[src/rtl/seq_serializer_pkg.sv]
// Shared definitions for the serializer feeding the serial sequence detector.
package seq_serializer_pkg;

  localparam int DEFAULT_WIDTH = 16;

  typedef enum logic {
    SER_IDLE  = 1'b0,
    SER_SHIFT = 1'b1
  } ser_state_e;

endpackage

[src/rtl/seq_serializer_hold_buf.sv]
// Single-entry word buffer that lets the next word wait while the current one shifts.
module seq_hold_buf
  import seq_serializer_pkg::*;
#(
  parameter int WIDTH = DEFAULT_WIDTH
) (
  input  logic             clk,
  input  logic             rst,
  input  logic             i_write,
  input  logic [WIDTH-1:0] i_data,
  input  logic             i_take,
  output logic             o_full,
  output logic [WIDTH-1:0] o_data
);

  logic             r_full;
  logic [WIDTH-1:0] r_data;

  // Capture a word on write and track occupancy; write and take never coincide.
  always_ff @(posedge clk or negedge rst) begin
    if (!rst) begin
      r_full <= 1'b0;
      r_data <= '0;
    end else begin
      if (i_write) begin
        r_data <= i_data;
        r_full <= 1'b1;
      end else if (i_take) begin
        r_full <= 1'b0;
      end
    end
  end

  assign o_full = r_full;
  assign o_data = r_data;

endmodule

[src/rtl/seq_serializer.sv]
// Parallel-to-serial feeder: words in over valid/ready, one bit per advancing clock out.
module seq_serializer
  import seq_serializer_pkg::*;
#(
  parameter int WIDTH     = DEFAULT_WIDTH,
  parameter bit MSB_FIRST = 1'b0
) (
  input  logic             clk,
  input  logic             rst,
  input  logic [WIDTH-1:0] load_data,
  input  logic             load_valid,
  output logic             load_ready,
  input  logic             advance,
  output logic             ser_out,
  output logic             ser_valid,
  output logic             last_bit,
  output logic             word_done
);

  localparam int CW = $clog2(WIDTH);
  localparam logic [CW-1:0] LAST_IDX = CW'(WIDTH - 1);

  ser_state_e       r_state;
  ser_state_e       w_stateNext;
  logic [WIDTH-1:0] r_shift;
  logic [WIDTH-1:0] w_shiftNext;
  logic [WIDTH-1:0] w_shifted;
  logic [CW-1:0]    r_count;
  logic [CW-1:0]    w_countNext;
  logic             r_wordDone;
  logic             w_holdFull;
  logic [WIDTH-1:0] w_holdData;
  logic             w_holdWrite;
  logic             w_holdTake;
  logic             w_accept;
  logic             w_lastAdv;

  seq_hold_buf #(.WIDTH(WIDTH)) u_hold (
    .clk     (clk),
    .rst     (rst),
    .i_write (w_holdWrite),
    .i_data  (load_data),
    .i_take  (w_holdTake),
    .o_full  (w_holdFull),
    .o_data  (w_holdData)
  );

  assign load_ready = ~w_holdFull;
  assign w_accept   = load_valid & load_ready;
  assign ser_valid  = (r_state == SER_SHIFT);
  assign last_bit   = ser_valid & (r_count == LAST_IDX);
  assign w_lastAdv  = last_bit & advance;
  assign ser_out    = ser_valid & (MSB_FIRST ? r_shift[WIDTH-1] : r_shift[0]);
  assign word_done  = r_wordDone;
  assign w_shifted  = MSB_FIRST ? {r_shift[WIDTH-2:0], 1'b0} : {1'b0, r_shift[WIDTH-1:1]};

  // Next-state logic: load, shift, hand over from hold or bypass, or fall back to idle.
  always_comb begin
    w_stateNext = r_state;
    w_shiftNext = r_shift;
    w_countNext = r_count;
    w_holdWrite = 1'b0;
    w_holdTake  = 1'b0;
    case (r_state)
      SER_IDLE: begin
        if (w_accept) begin
          w_shiftNext = load_data;
          w_countNext = '0;
          w_stateNext = SER_SHIFT;
        end
      end
      SER_SHIFT: begin
        if (w_lastAdv) begin
          w_countNext = '0;
          if (w_holdFull) begin
            w_shiftNext = w_holdData;
            w_holdTake  = 1'b1;
          end else if (w_accept) begin
            w_shiftNext = load_data;
          end else begin
            w_shiftNext = '0;
            w_stateNext = SER_IDLE;
          end
        end else begin
          if (advance) begin
            w_shiftNext = w_shifted;
            w_countNext = r_count + CW'(1);
          end
          if (w_accept) begin
            w_holdWrite = 1'b1;
          end
        end
      end
      default: w_stateNext = SER_IDLE;
    endcase
  end

  // State, shift register, bit counter and the word-done pulse.
  always_ff @(posedge clk or negedge rst) begin
    if (!rst) begin
      r_state    <= SER_IDLE;
      r_shift    <= '0;
      r_count    <= '0;
      r_wordDone <= 1'b0;
    end else begin
      r_state    <= w_stateNext;
      r_shift    <= w_shiftNext;
      r_count    <= w_countNext;
      r_wordDone <= w_lastAdv;
    end
  end

endmodule

[config.mk]
export PLATFORM = sky130hd
export DESIGN_NAME = seq_serializer
export DESIGN_NICKNAME = d
export VERILOG_FILES = /design/src/rtl/seq_serializer_pkg.sv /design/src/rtl/seq_serializer_hold_buf.sv /design/src/rtl/seq_serializer.sv
export SDC_FILE = /design/constraint.sdc
export NUM_CORES = 1
export LEC_CHECK = 0
export ABC_AREA = 1
export BUFFER_PORTS_ARGS = -buffer_cell sky130_fd_sc_hd__buf_2
export CORE_MARGIN = 3
export CORE_UTILIZATION = 40
export CTS_BUF_LIST = sky130_fd_sc_hd__clkbuf_4 sky130_fd_sc_hd__clkbuf_8 sky130_fd_sc_hd__clkbuf_16
export DETAILED_ROUTE_END_ITERATION = 10
export GPL_ROUTABILITY_DRIVEN = 0
export PLACE_DENSITY = 0.64
export SLEW_MARGIN = 20
export SYNTH_ARGS = -nofsm -noshare
export SYNTH_HDL_FRONTEND = slang
export SYNTH_SLANG_ARGS = --single-unit
[constraint.sdc]
create_clock -name clk -period 3.7 [get_ports clk]
set_input_delay 0.74 -clock clk [delete_from_list [all_inputs] [get_ports clk]]
set_output_delay 0.74 -clock clk [all_outputs]
set_load 0.02 [all_outputs]
==> results.json <==
{
  "drive_gt1_frac": 0.1450,
  "cp_top_family": "flip-flops",
  "syn2layout_area_growth_pct": 7.812,
  "start_util": 0.4285,
  "power_frac_clock": 0.197,
  "fin_total_pwr_mw": 1.546,
  "setup_viol": 0,
  "intPower_uw": 955.4,
  "cp-end-kind": "output pin",
  "report.final.slew_viol_count": 0,
  "finClkSkew_ns": 0.009883,
  "hold_viol": 0,
  "grt_pass1_vias": 1947,
  "ys_top_cells_by_count": "nand2_1, nand3_1, dfrtp_1",
  "yosysMostFrequentCell": "nand2_1",
  "worstPathBufferInverterCount": 1,
  "vias": 2011,
  "antenna_cells": 0,
  "drtIter0Drc": 94,
  "critPathMaxStageDelay_ns": 0.86,
  "drc": 0,
  "worst_slew_pin_slew_ns": 0.9030,
  "fin_nets": 351,
  "cts_tree": "done",
  "grt_max_degree": 40,
  "yosys.area.top_type": "dfrtp_1",
  "dr.pass1.iters": 5,
  "io_buffers": 24,
  "synth_seq_cells": 39,
  "globalRouteTotalUtil": 0.1844,
  "hold_buffers": 0,
  "antenna_left": 0,
  "max_cap_violations": 0,
  "die_w_um": 81.14,
  "yosysTopAreaCellShare": 0.4321,
  "p_comb_frac": 0.351,
  "dp_hpwl_um": 3711,
  "rows": 26,
  "grt_pass1_wl_um": 9211,
  "crit_chain": "nand2_1, nor2_2, buf_2",
  "cts_max_level": 2,
  "maxSlewHeadroom": 0.3980,
  "utilization": 0.4620,
  "routedWlPerCell_um": 13.82,
  "status": "complete, no violations",
  "design_area_mm2": 0.002435,
  "clkSinkCount": 39,
  "hold_path.class": "reg -> reg",
  "min_period_over_period": 0.6724,
  "cts_buffers": 5,
  "cp-start-kind": "register",
  "syn_area_per_cell_um2": 7.192,
  "fin_setup_tns_ns": 0,
  "seqPwrFrac": 0.453,
  "post_cts.repair.setup_buffers": 0,
  "synth_area_mm2": 0.002258,
  "cts-root-buf": "clkbuf_8",
  "netSwitchingPower_uw": 591.0,
  "dieArea_mm2": 0.006584,
  "cts_buffer_depth": 2,
  "ys_seq_area_frac": 0.4321,
  "p_leak_nw": 1.348,
  "die_y_um": 81.14,
  "hold_slack_ns": 0.4781,
  "fill_cells": 554,
  "slowest_stage": "dfrtp_1",
  "grt_setup_unrepaired": "no",
  "switching_share": 0.3822,
  "placed_cells": 393,
  "max_freq_mhz": 401.9,
  "fin_ws_ns": 1.212,
  "final_cells": 401,
  "clk_pin_slew_worst_paths_ns": 0.08,
  "clock_latency_ns": 0.30,
  "syn_nets": 335,
  "synth_edf_count": 0,
  "synthArstFlopShare": 1.000,
  "place_area_mm2": 0.002346,
  "grt_overflow": 0,
  "pin_count": 25,
  "cts_resized": 0,
  "cp.required_ns": 2.96,
  "vdd_drop_max_uv": 267.6,
  "critPathKind": "reg -> out",
  "synth_cell_types": 26,
  "path_max_fanout": 23,
  "drt-total-wl_um": 5541,
  "vias_per_cell": 5.015,
  "core_area_mm2": 0.005270,
  "dpl_worst_slack_ns": 1.438,
  "synth_cells": 314,
  "synthFlopType": "dfrtp_1",
  "period_needed_ns": 2.488,
  "p_per_area_mw_per_mm2": 635.1,
  "antenna_found_initial": 0,
  "cp_data_arrival_time_ns": 1.75,
  "yosysWarnings": 0,
  "synth_area_leaders": "dfrtp_1, nand2_1, nand3_1"
}
cell type report:
class	instances	area (um2)	area share
clock buffer	7	83.83	0.03443
clock inverter	1	5.005	0.002055
inverter	40	150.1	0.06166
multi-input combinational	218	997.2	0.4096
sequential	39	975.9	0.4008
tap	70	87.58	0.03597
timing repair buffer	26	135.1	0.05550
cell families (layout without fill, tap and decap cells):
kind of cell             Yosys count  count (layout)  synth area share
flip-flops                        39              39            0.4321
AND/OR/NAND/NOR                  174             174            0.3357
AO/OA/AOI/OAI                     43              43            0.1003
adder cells (fa/ha/maj)            1               1          0.005539
buffers and inverters             57              74            0.1263
power by group through the flow:
stage	logic (mW)	clock network, mW	registers, mW
floorplan	0.472	0	0.669
CTS	0.550	0.312	0.700
global placement	0.536	0	0.705
detailed placement	0.546	0	0.708
finish	0.542	0.304	0.700
global route	0.645	0.327	0.722
layer usage:
| metal | GRT usage | up-vias | wire length (um) |
|---|---|---|---|
| li1 | - | 1016 | - |
| met1 | 0.2350 | 926 | 2479 |
| met2 | 0.3013 | 55 | 2564 |
| met3 | 0.03991 | 14 | 348 |
| met4 | 0.07939 | 0 | 148 |
| met5 | 0 | - | 0 |
cell usage in the layout, fill, tap and decap left out, types with 2 or more instances in the layout:
cell / count
a21oi_1: 32
inv_1: 36
buf_4: 2
o21ai_0: 8
dfrtp_1: 39
inv_2: 4
buf_2: 24
nand2_4: 2
clkbuf_8: 5
o21ai_2: 2
nor2_1: 18
nand2_1: 100
clkbuf_4: 2
nand3_1: 47
registers in the layout, summed over array words and instances (netlist names):
signal	flops
ser_valid	1
r_shift	16
u_hold.o_data	16
u_hold.o_full	1
word_done	1
r_count	4
worst reg2reg max path: stages, from the launching register on:
cell and delay (ns):
dfrtp_1 0.86, inv_2 0.32, nor2_4 0.50, nand2_4 0.26, nand2_1 0.12, o21ai_0 0.09
worst paths after layout:
| check | start | endpoint | slack (ns) | cells after the start |
|---|---|---|---|---|
| setup / recovery | ser_valid | last_bit | 1.21 | 3 |
| hold / removal | u_hold.o_data[0] | u_hold.o_data[0] | 0.48 | 2 |
| setup reg to reg | ser_valid | u_hold.o_data[15] | 1.44 | 5 |
| hold reg to reg | u_hold.o_data[0] | u_hold.o_data[0] | 0.48 | 2 |
| max in group asynchronous | rst | r_shift[1] | 2.56 | 1 |
| min in group asynchronous | rst | u_hold.o_data[12] | 0.57 | 1 |
Power figures use the tool's default switching activity.
